--- src/rtl/tohost_pkg.sv ---
// tohost_pkg: shared state encoding, status word layout and default addresses for tohost_monitor
package tohost_pkg;
    localparam logic [31:0] TOHOST_ADDR_DEF = 32'h0000_1000;
    localparam logic [31:0] STATUS_ADDR_DEF = 32'h0000_1004;
    typedef enum logic [1:0] {
        ST_RUN     = 2'd0,
        ST_PASS    = 2'd1,
        ST_FAIL    = 2'd2,
        ST_TIMEOUT = 2'd3
    } state_e;
    typedef struct packed {
        logic [29:0] rsvd;
        state_e      state;
    } status_t;
endpackage

--- src/rtl/tohost_monitor_if.sv ---
// tohost_monitor_if: CPU data-memory bus as seen by tohost_monitor
//   mem_addr/mem_we/mem_wdata/mem_re : CPU -> monitor (byte address, byte strobes, lane-aligned data, load request)
//   mem_rdata/hit                    : monitor -> CPU (registered readback, combinational address match)
interface tohost_monitor_if;
    logic [31:0] mem_addr;
    logic [3:0]  mem_we;
    logic [31:0] mem_wdata;
    logic        mem_re;
    logic [31:0] mem_rdata;
    logic        hit;
    modport master (output mem_addr, mem_we, mem_wdata, mem_re, input mem_rdata, hit);
    modport slave (input mem_addr, mem_we, mem_wdata, mem_re, output mem_rdata, hit);
endinterface

--- src/rtl/tohost_watchdog.sv ---
// tohost_watchdog: saturating run-cycle counter with optional timeout compare (TOHOST_TIMEOUT_EN)
//   sys_clk, sys_rst : clock, synchronous active-high reset
//   run              : count enable, high while the monitor is in RUN
//   cycle_count      : edges spent in RUN, saturating at all-ones
//   timeout          : high on the RUN edge where cycle_count == TIMEOUT_CYCLES-1
module tohost_watchdog #(
    parameter int TIMEOUT_CYCLES = 100000,
    parameter int CNT_W          = 32
) (
    input  logic             sys_clk,
    input  logic             sys_rst,
    input  logic             run,
    output logic [CNT_W-1:0] cycle_count,
    output logic             timeout
);
    if (TIMEOUT_CYCLES < 2) begin : g_bad_timeout
        $error("tohost_watchdog: TIMEOUT_CYCLES must be at least 2");
    end
    always_ff @(posedge sys_clk) begin
        if (sys_rst)
            cycle_count <= '0;
        else if (run && !(&cycle_count))
            cycle_count <= cycle_count + 1'b1;
    end
`ifdef TOHOST_TIMEOUT_EN
    assign timeout = run && (cycle_count == CNT_W'(TIMEOUT_CYCLES - 1));
`else
    assign timeout = 1'b0;
`endif
endmodule

--- src/rtl/tohost_monitor.sv ---
// tohost_monitor: decodes riscv-tests tohost stores into a sticky pass/fail/timeout verdict with readback
//   sys_clk, sys_rst : clock, synchronous active-high reset
//   bus              : data-memory bus (slave side); hit selects this block in the dmem read mux
//   done, pass       : state is not RUN / state is PASS
//   fail_testnum     : tohost[31:1] of the failing store, 0 unless FAIL
//   cycle_count      : edges spent in RUN
//   Watchdog compiled in only when TOHOST_TIMEOUT_EN is defined.
module tohost_monitor
    import tohost_pkg::*;
#(
    parameter logic [31:0] TOHOST_ADDR    = TOHOST_ADDR_DEF,
    parameter logic [31:0] STATUS_ADDR    = STATUS_ADDR_DEF,
    parameter int          TIMEOUT_CYCLES = 100000,
    parameter int          CNT_W          = 32
) (
    input  logic             sys_clk,
    input  logic             sys_rst,
    tohost_monitor_if.slave  bus,
    output logic             done,
    output logic             pass,
    output logic [30:0]      fail_testnum,
    output logic [CNT_W-1:0] cycle_count
);
    state_e      state_q, state_d;
    logic [31:0] tohost_q, merged, rd_mux;
    logic [30:0] testnum_d;
    logic        store, timeout;
    status_t     status;

    assign store  = (bus.mem_addr == TOHOST_ADDR) && (|bus.mem_we);
    assign bus.hit = (bus.mem_addr == TOHOST_ADDR) || (bus.mem_addr == STATUS_ADDR);
    assign done   = state_q != ST_RUN;
    assign pass   = state_q == ST_PASS;
    assign status = '{rsvd: '0, state: state_q};
    assign rd_mux = bus.mem_addr == TOHOST_ADDR ? tohost_q :
                    bus.mem_addr == STATUS_ADDR ? status : '0;

    always_comb begin
        merged = tohost_q;
        for (int i = 0; i < 4; i++)
            if (bus.mem_we[i]) merged[8*i +: 8] = bus.mem_wdata[8*i +: 8];
    end

    // A verdict store outranks a timeout landing on the same edge.
    always_comb begin
        state_d   = state_q;
        testnum_d = fail_testnum;
        if (state_q == ST_RUN) begin
            if (store && merged == 32'd1)
                state_d = ST_PASS;
            else if (store && merged[0]) begin
                state_d   = ST_FAIL;
                testnum_d = merged[31:1];
            end else if (timeout)
                state_d = ST_TIMEOUT;
        end
    end

    // Readback samples tohost_q before this edge's store lands.
    always_ff @(posedge sys_clk) begin
        if (sys_rst) begin
            state_q       <= ST_RUN;
            tohost_q      <= '0;
            fail_testnum  <= '0;
            bus.mem_rdata <= '0;
        end else begin
            state_q      <= state_d;
            fail_testnum <= testnum_d;
            if (store && state_q == ST_RUN) tohost_q <= merged;
            if (bus.mem_re) bus.mem_rdata <= rd_mux;
        end
    end

    tohost_watchdog #(
        .TIMEOUT_CYCLES(TIMEOUT_CYCLES),
        .CNT_W         (CNT_W)
    ) u_watchdog (
        .sys_clk    (sys_clk),
        .sys_rst    (sys_rst),
        .run        (state_q == ST_RUN),
        .cycle_count(cycle_count),
        .timeout    (timeout)
    );
endmodule

--- src/flat_wrapper.sv ---
// flat-port wrapper written by rule: the top's interface ports become plain ports
module tohost_monitor_flat import tohost_pkg::*;
#(
    parameter logic [31:0] TOHOST_ADDR    = TOHOST_ADDR_DEF,
    parameter logic [31:0] STATUS_ADDR    = STATUS_ADDR_DEF,
    parameter int          TIMEOUT_CYCLES = 100000,
    parameter int          CNT_W          = 32
)
  (sys_clk, sys_rst, done, pass, fail_testnum, cycle_count, bus_mem_addr, bus_mem_we, bus_mem_wdata, bus_mem_re, bus_mem_rdata, bus_hit);
  tohost_monitor_if bus_i ();
  input  logic sys_clk;
  input  logic sys_rst;
  output logic done;
  output logic pass;
  output logic [30:0] fail_testnum;
  output logic [CNT_W-1:0] cycle_count;
  input wire logic [$bits(bus_i.mem_addr)-1:0] bus_mem_addr;
  input wire logic [$bits(bus_i.mem_we)-1:0] bus_mem_we;
  input wire logic [$bits(bus_i.mem_wdata)-1:0] bus_mem_wdata;
  input wire logic [$bits(bus_i.mem_re)-1:0] bus_mem_re;
  output wire logic [$bits(bus_i.mem_rdata)-1:0] bus_mem_rdata;
  output wire logic [$bits(bus_i.hit)-1:0] bus_hit;
  assign bus_i.mem_addr = bus_mem_addr;
  assign bus_i.mem_we = bus_mem_we;
  assign bus_i.mem_wdata = bus_mem_wdata;
  assign bus_i.mem_re = bus_mem_re;
  assign bus_mem_rdata = bus_i.mem_rdata;
  assign bus_hit = bus_i.hit;
  tohost_monitor #(.TOHOST_ADDR(TOHOST_ADDR), .STATUS_ADDR(STATUS_ADDR), .TIMEOUT_CYCLES(TIMEOUT_CYCLES), .CNT_W(CNT_W)) u_core (.sys_clk(sys_clk), .sys_rst(sys_rst), .bus(bus_i), .done(done), .pass(pass), .fail_testnum(fail_testnum), .cycle_count(cycle_count));
endmodule
--- config.mk ---
export PLATFORM = sky130hd
export DESIGN_NAME = tohost_monitor_flat
export DESIGN_NICKNAME = d
export VERILOG_FILES = /design/src/rtl/tohost_pkg.sv /design/src/rtl/tohost_monitor_if.sv /design/src/rtl/tohost_watchdog.sv /design/src/rtl/tohost_monitor.sv /design/src/flat_wrapper.sv
export SDC_FILE = /design/constraint.sdc
export NUM_CORES = 1
export LEC_CHECK = 0
export ABC_AREA = 1
export CORE_MARGIN = 5
export CORE_UTILIZATION = 30
export DETAILED_ROUTE_END_ITERATION = 8
export HOLD_SLACK_MARGIN = 0.08
export MAX_ROUTING_LAYER = met4
export PLACE_DENSITY = 0.61
export RECOVER_POWER = 25
export SLEW_MARGIN = 20
export SYNTH_ARGS = -nofsm -noshare
export SYNTH_HDL_FRONTEND = slang
export SYNTH_HIERARCHICAL = 1
export SYNTH_SLANG_ARGS = --single-unit
--- constraint.sdc ---
create_clock -name sys_clk -period 1.9 [get_ports sys_clk]
set_input_delay 0.285 -clock sys_clk [delete_from_list [all_inputs] [get_ports sys_clk]]
set_output_delay 0.285 -clock sys_clk [all_outputs]
set_load 0.005 [all_outputs]
==> metrics.txt, run 1 <==
Distinct cells, synth=35; Final #Nets=1324; Tmin final=1.84 ns; P_sw=1.81 mW; worst path cell trace=clkdlybuf4s50_1 -> nor2_1 -> nand2_1 -> nor2_1 -> nand2_2 -> nor2_4 -> buf_6 -> nand3_4 -> nor2_4 -> buf_12 -> clkbuf_16 -> nand3_1 -> nand2_1 -> nor2_1; WL/cell=14.5 µm; core area=21800 µm²; CTS Sinks=129; Hold Vio Cnt, Final=0; Top Usage Layer GRT=met2; CTS tree=done; status=complete, no violations; Starting Density=0.305; CP delay by family, top=simple AND/OR/NAND/NOR gates; f_max=544 MHz; Reg clk slew, reported paths=0.07 ns; syn avg cell area=6.42 µm²; drt drc=0; Fill cells=2227; layout cells sized above 1=0.134; P per Cell Area=695 nW/µm²; Synth area leader=dfxtp_1; Clock Skew=0.0138 ns; Hold Slack=0.409 ns; switching share of total power=0.262; grt ovf=0; Slew headroom=0.599; Final setup viols=0; Worst setup EP type=flop; Hold Crit Class=input port to flop; Sequential Power Share=0.401; most common flop cell mapped by yosys=dfxtp_1; routed wire length=22.5 mm; RSZ-0062 raised after global routing=yes; Comb pwr share=0.111; all-layer global routing usage=0.173; Internal Power=5.11 mW; synth cell count leaders=nand2_1, nor2_1, dfxtp_1; crit-path max FO=8; IO Pins=169; initial antenna violation count=3; Post-Syn Nets=1104; final slew viol count=0; dominant cells by area after synthesis=dfxtp_1, nand2_1, a21oi_1; Yosys reg bits=129; DPL Wire Length=15.8 mm; sequential-to-total area share from yosys stat=0.390; ys async rst share=0; Max Cap Viol=0; chip width=159 µm; CP max stage cell=clkdlybuf4s50_1; Clock Path Buffers=2; Crit path buffers/inverters=4; maximum number of pins on one net before global-route repair=56; Cell Area, Synth=6630 µm²; total power draw=6.92 mW; num rows=54; Worst Setup Start Kind=input port; Post-synth EDFFs=0; setup TNS=0 ns; most numerous cell in the Yosys netlist=nand2_1; met3 Track Usage GR=0.0481; Pleak=4.27 nW; Vias=7362; synth warn=6; slowest stage delay, CP=0.39 ns; power share of the clock group=0.489; Cells after Synth=1032; worst path required time=2.22 ns; fin cells=1548; total CTS buffers=17; GP Congestion=0.938; Port Buffers=168; vias in the first global route=6870; clock latency at the later pin of the worst-skew pair=0.42 ns; Yosys top cell area share=0.390; post-layout util=0.458; Vias per Instance=4.76; Syn-to-layout area delta=50.3%; die height=159 µm; CP Class=input port to flop; final period utilization=0.968; CTS Root Cell=clkbuf_16; crit-path most repeated cell=nor2_1; met1 usage=0.216; Pre-Repair DR Iteration Count=5; Data arrival, critical path=2.16 ns; Final ANT Viol Nets=0; DP Cell Count=1501; Worst-Margin Slew=0.601 ns; htree depth=4; routing usage on met2=0.273; DRT iter0 DRCs=402; global-route wire length before repair=33.9 mm; worst-case vdd ir drop=489 µV; die area=25200 µm²
==> layout by cell type, fill, tap and decap left out, types with 3 or more instances in the layout <==
cell type,synthesis,layout
nand2_1,301,297
nor2_1,145,139
dfxtp_1,129,129
a21oi_1,118,115
clkdlybuf4s50_1,0,106
inv_1,87,87
nand3_1,92,83
buf_4,5,68
dlygate4sd3_1,0,53
o21ai_0,33,33
clkbuf_16,0,22
nand4_1,13,13
nor2_2,8,12
buf_12,0,9
nor2_4,6,8
nand3_2,0,8
nand2_2,3,7
dlymetal6s2s_1,0,6
nand3b_1,6,6
o21ai_1,6,6
or2_0,6,6
nor3_1,6,6
clkinv_2,2,5
inv_6,0,4
inv_8,0,4
buf_6,8,4
diode_2,0,3
a21oi_2,0,3
a31oi_1,3,3
==> cell families after synthesis <==
| kind of cell | count (synthesis) | synth area share |
|---|---|---|
| and+or+nand+nor | 592 | 0.384 |
| AOI/OAI and AO/OA | 161 | 0.123 |
| DFF | 129 | 0.390 |
| buffers and inverters | 146 | 0.0984 |
| adders and majority gates | 1 | 0.00189 |
| other | 1 | 0.000566 |
| xor gates and xnor gates | 2 | 0.00264 |
==> power groups by stage <==
stage                     Sequential [mW]  Clock [mW]  Combinational [mW]
final                                2.77        3.38               0.766
after global routing                 2.78        3.56               0.842
after CTS                            2.78        3.44               0.772
after detailed placement             2.84           0               0.768
after global placement               2.84           0               0.765
after floorplan                      2.84           0               0.317
==> state kept, by name (all words and copies together), names as in the netlist <==
| register | cells |
|---|---|
| u_core/bus.mem_rdata | 32 |
| u_core/fail_testnum | 31 |
| u_core/state_q | 2 |
| u_core/tohost_q | 32 |
| u_core/u_watchdog/cycle_count | 32 |
==> stage by stage <==
| stage | cell area, µm² | worst slack (ns) |
|---|---|---|
| 6_report | 9960 | 0.0603 |
| 5_1_grt | 9960 | -0.0376 |
| 4_1_cts | 9630 | 0.00885 |
| 3_5_place_dp | 9020 | -0.478 |
| 3_3_place_gp | 9020 | -0.458 |
| 2_1_floorplan | 6630 | 0.149 |
==> layout make-up <==
cell class | instances | area (µm²) | area share
multi-input combinational | 758 | 3520 | 0.354
sequential | 129 | 2580 | 0.259
timing repair buffer | 254 | 2550 | 0.256
clock buffer | 17 | 425 | 0.0427
inverter | 92 | 350 | 0.0352
tap | 280 | 350 | 0.0352
clock inverter | 15 | 173 | 0.0173
antenna | 3 | 7.51 | 0.000754
==> routing by layer <==
metal,wire length [µm],part of all wire
met5,0,0
met4,350,0.016
met3,1870,0.083
met2,10600,0.47
met1,9610,0.43
==> worst register-to-register path: stages, from the launching register on <==
cell	delay (ns)
dfxtp_1	0.35
nor2_4	0.19
buf_4	0.36
nand4_1	0.28
nor2_1	0.26
nand3_1	0.09
nand2_1	0.07
nor2_1	0.03
==> repair_timing <==
item,CTS,global route
setup endpoints to repair,25,50
cloned,0,8
hold buffers,0,0
gates resized for setup,8,33
buffers inserted,1,3
pin swaps,3,12
==> worst paths after layout <==
check | end | slack (ns) | depth (start not counted) | start
worst min register to register | u_core/bus.mem_rdata[26]$_SDFFE_PP0P_ | 0.46 | 2 | u_core/tohost_q[26]$_SDFFE_PP0P_
worst min-delay path | u_core/bus.mem_rdata[29]$_SDFFE_PP0P_ | 0.41 | 2 | bus_mem_re
worst max register to register | u_core/u_watchdog/cycle_count[29]$_SDFFE_PP0P_ | 0.17 | 7 | u_core/state_q[1]$_SDFFE_PP0P_
worst max-delay path | u_core/fail_testnum[21]$_SDFFE_PP0P_ | 0.06 | 14 | bus_mem_addr[5]
No activity file was read; power rests on OpenSTA's default activity.
==> inputs of run 2 (changes only) <==
--- a/config.mk
+++ b/config.mk
@@ -6,6 +6,7 @@
 export NUM_CORES = 1
 export LEC_CHECK = 0
 export ABC_AREA = 1
+export CAP_MARGIN = 25
 export CORE_MARGIN = 5
 export CORE_UTILIZATION = 30
 export DETAILED_ROUTE_END_ITERATION = 8
==> results of run 2 <==
Same layout as run 1: the final DEF is identical, and so are final timing and power.
==> inputs of run 3 (changes only) <==
--- a/config.mk
+++ b/config.mk
@@ -7,12 +7,11 @@
 export LEC_CHECK = 0
 export ABC_AREA = 1
 export CAP_MARGIN = 25
-export CORE_MARGIN = 5
 export CORE_UTILIZATION = 30
 export DETAILED_ROUTE_END_ITERATION = 8
 export HOLD_SLACK_MARGIN = 0.08
 export MAX_ROUTING_LAYER = met4
-export PLACE_DENSITY = 0.61
+export PLACE_DENSITY = 0.63
 export RECOVER_POWER = 25
 export SLEW_MARGIN = 20
 export SYNTH_ARGS = -nofsm -noshare
==> run 3 against run 2 <==
Against the previous run: utilization fell by 0.49 points; setup slack better by 0.018 ns; combinational power up 2%; fmax rose by 1.0%; hold slack worse by 0.021 ns; sequential power about the same; critical path depth is the same; clock skew down 0.0029 ns; first-iteration DRC count up 5.5%; non-clock buffer count fell by 1; largest cell class unchanged.
==> metrics.txt, run 3 (synthesis results as in run 1) <==
Final ANT Viol Nets=0 (unchanged); worst-case vdd ir drop=641 µV (+31%); Worst-Margin Slew=0.551 ns (-0.0503 ns); chip width=151 µm (-5.0%); RSZ-0062 raised after global routing=yes; CTS Sinks=129 (unchanged); Clock Path Buffers=2 (unchanged); Reg2Reg Setup Slack=0.17 ns (about the same); layout cells sized above 1=0.124 (-0.0102); final slew viol count=0 (unchanged); num rows=54 (unchanged); vias in the first global route=6698 (-2.5%); Worst setup EP type=flop; DPL Wire Length=15.4 mm (-2.7%); final period utilization=0.959 (-0.00971); FF-to-FF Start=u_core/u_watchdog/cycle_count[0]$_SDFFE_PP0P_; Data arrival, critical path=2.14 ns (-0.02 ns); post-layout util=0.453 (-0.00494); Syn-to-layout area delta=48.6%; fin cells=1545 (-0.19%); global-route wire length before repair=33.4 mm (-1.5%); Port Buffers=168 (unchanged); Pre-Repair DR Iteration Count=4 (-1); Vias=7219 (-1.9%); IO Pins=169 (unchanged); setup TNS=0 ns (unchanged); Max Cap Viol=0 (unchanged); core area=21800 µm² (unchanged); crit-path max FO=12 (+4); maximum number of pins on one net before global-route repair=39 (-30%); Worst Setup Start Kind=input port; CP Class=input port to flop; f_max=549 MHz (+1.0%); Hold Path End=u_core/bus.mem_rdata[27]$_SDFFE_PP0P_; Final #Nets=1323 (-0.076%); CTS tree=done; worst reg2reg endpoint=u_core/u_watchdog/cycle_count[26]$_SDFFE_PP0P_; Hold Path Depth=2 (unchanged); Clock Skew=0.0109 ns (-0.00291 ns); Reg clk slew, reported paths=0.07 ns (about the same); Pleak=4.06 nW (-4.9%); Hold Vio Cnt, Final=0 (unchanged); worst reg2reg path depth=8 (+1); drt drc=0 (unchanged); total CTS buffers=17 (unchanged); WL/cell=13.6 µm (-6.3%); Top Registers=u_core/bus.mem_rdata x32, u_core/tohost_q x32, u_core/u_watchdog/cycle_count x32; Starting Density=0.305 (unchanged); total power draw=7.07 mW (+2.2%); CTS Root Cell=clkbuf_16; Final setup viols=0 (unchanged); Hold Slack=0.388 ns (-0.0205 ns); die height=151 µm (-5.0%); Area after DPL=9070 µm² (+0.61%); status=complete, no violations; P per Cell Area=718 nW/µm² (+3.3%); die area=22700 µm² (-9.8%); hold_buf cts=0 (unchanged); DP Cell Count=1505 (+0.27%); commonest non-fill, non-tap cell in the layout=nand2_1; routed wire length=21.0 mm (-6.5%); worst path required time=2.22 ns (about the same); DRT iter0 DRCs=424 (+5.5%); hold path startpoint=bus_mem_re; initial antenna violation count=1 (-2); Worst Setup Slack post-DPL=-0.477 ns (+0.00172 ns); clock latency at the later pin of the worst-skew pair=0.42 ns (about the same); grt ovf=0 (unchanged); Hold Crit Class=input port to flop; Tmin final=1.82 ns (-0.0185 ns); Slew headroom=0.633 (+0.0335); Vias per Instance=4.67 (-1.8%); htree depth=4 (unchanged); GP Congestion=0.919 (-2.1%); commonest non-fill, non-tap cells in the layout=nand2_1, clkdlybuf4s50_1, nor2_1, dfxtp_1, a21oi_1; all-layer global routing usage=0.193 (+0.0202); Final Worst Setup Slack=0.0788 ns (+0.0185 ns); design area=9850 µm² (-1.1%)
## run 3: worst max-delay path by stage
stage	end	cells after the start	slack, ns	from
6_report	u_core/fail_testnum[1]$_SDFFE_PP0P_	14	0.08	bus_mem_addr[0]
5_1_grt	u_core/fail_testnum[1]$_SDFFE_PP0P_	14	-0.06	bus_mem_addr[7]
4_1_cts	bus_hit	9	-0.009	bus_mem_addr[23]
3_5_place_dp	u_core/fail_testnum[10]$_SDFFE_PP0P_	12	-0.48	bus_mem_we[3]
3_3_place_gp	u_core/fail_testnum[14]$_SDFFE_PP0P_	12	-0.42	bus_mem_we[3]
2_1_floorplan	u_core/u_watchdog/cycle_count[23]$_SDFFE_PP0P_	9	0.15	u_core/state_q[1]$_SDFFE_PP0P_
## run 3: report_power, final
part	total [mW]	internal, mW	switching [mW]
clock	3.51	2.15	1.36
combinational	0.782	0.400	0.381
sequential	2.78	2.75	0.0289
## run 3: worst max-delay path, stage by stage
cell and delay [ns]:
clkdlybuf4s50_1 0.41, nor2_1 0.13, nand2_1 0.07, nor2_1 0.13, nand2_2 0.08, nor2_4 0.15, buf_4 0.14, nand3_2 0.09
nor2_4 0.17, buf_4 0.17, buf_12 0.13, nand3_1 0.08, nand2_1 0.07, nor2_1 0.04
## run 3: timing repair
action / in CTS / in global routing
buffers inserted: 0 / 4
pin swaps: 0 / 10
endpoints found under the setup margin: 25 / 47
gates resized for setup: 6 / 19
gates cloned: 0 / 3
## run 3: area by class of cell
cell class,count,area [µm²]
fill,2290,11900
multi-input combinational,758,3440
sequential,129,2580
timing repair buffer,253,2490
clock buffer,18,439
inverter,92,352
tap,280,350
clock inverter,14,194
antenna,1,2.50
## run 3: per-layer routing
metal | GRT usage | vias to the layer above | share of wire
li1 | - | 3737 | -
met2 | 0.318 | 197 | 0.49
met1 | 0.227 | 3264 | 0.43
met4 | 0.0540 | 0 | 0.012
met3 | 0.0591 | 21 | 0.068
met5 | - | - | 0
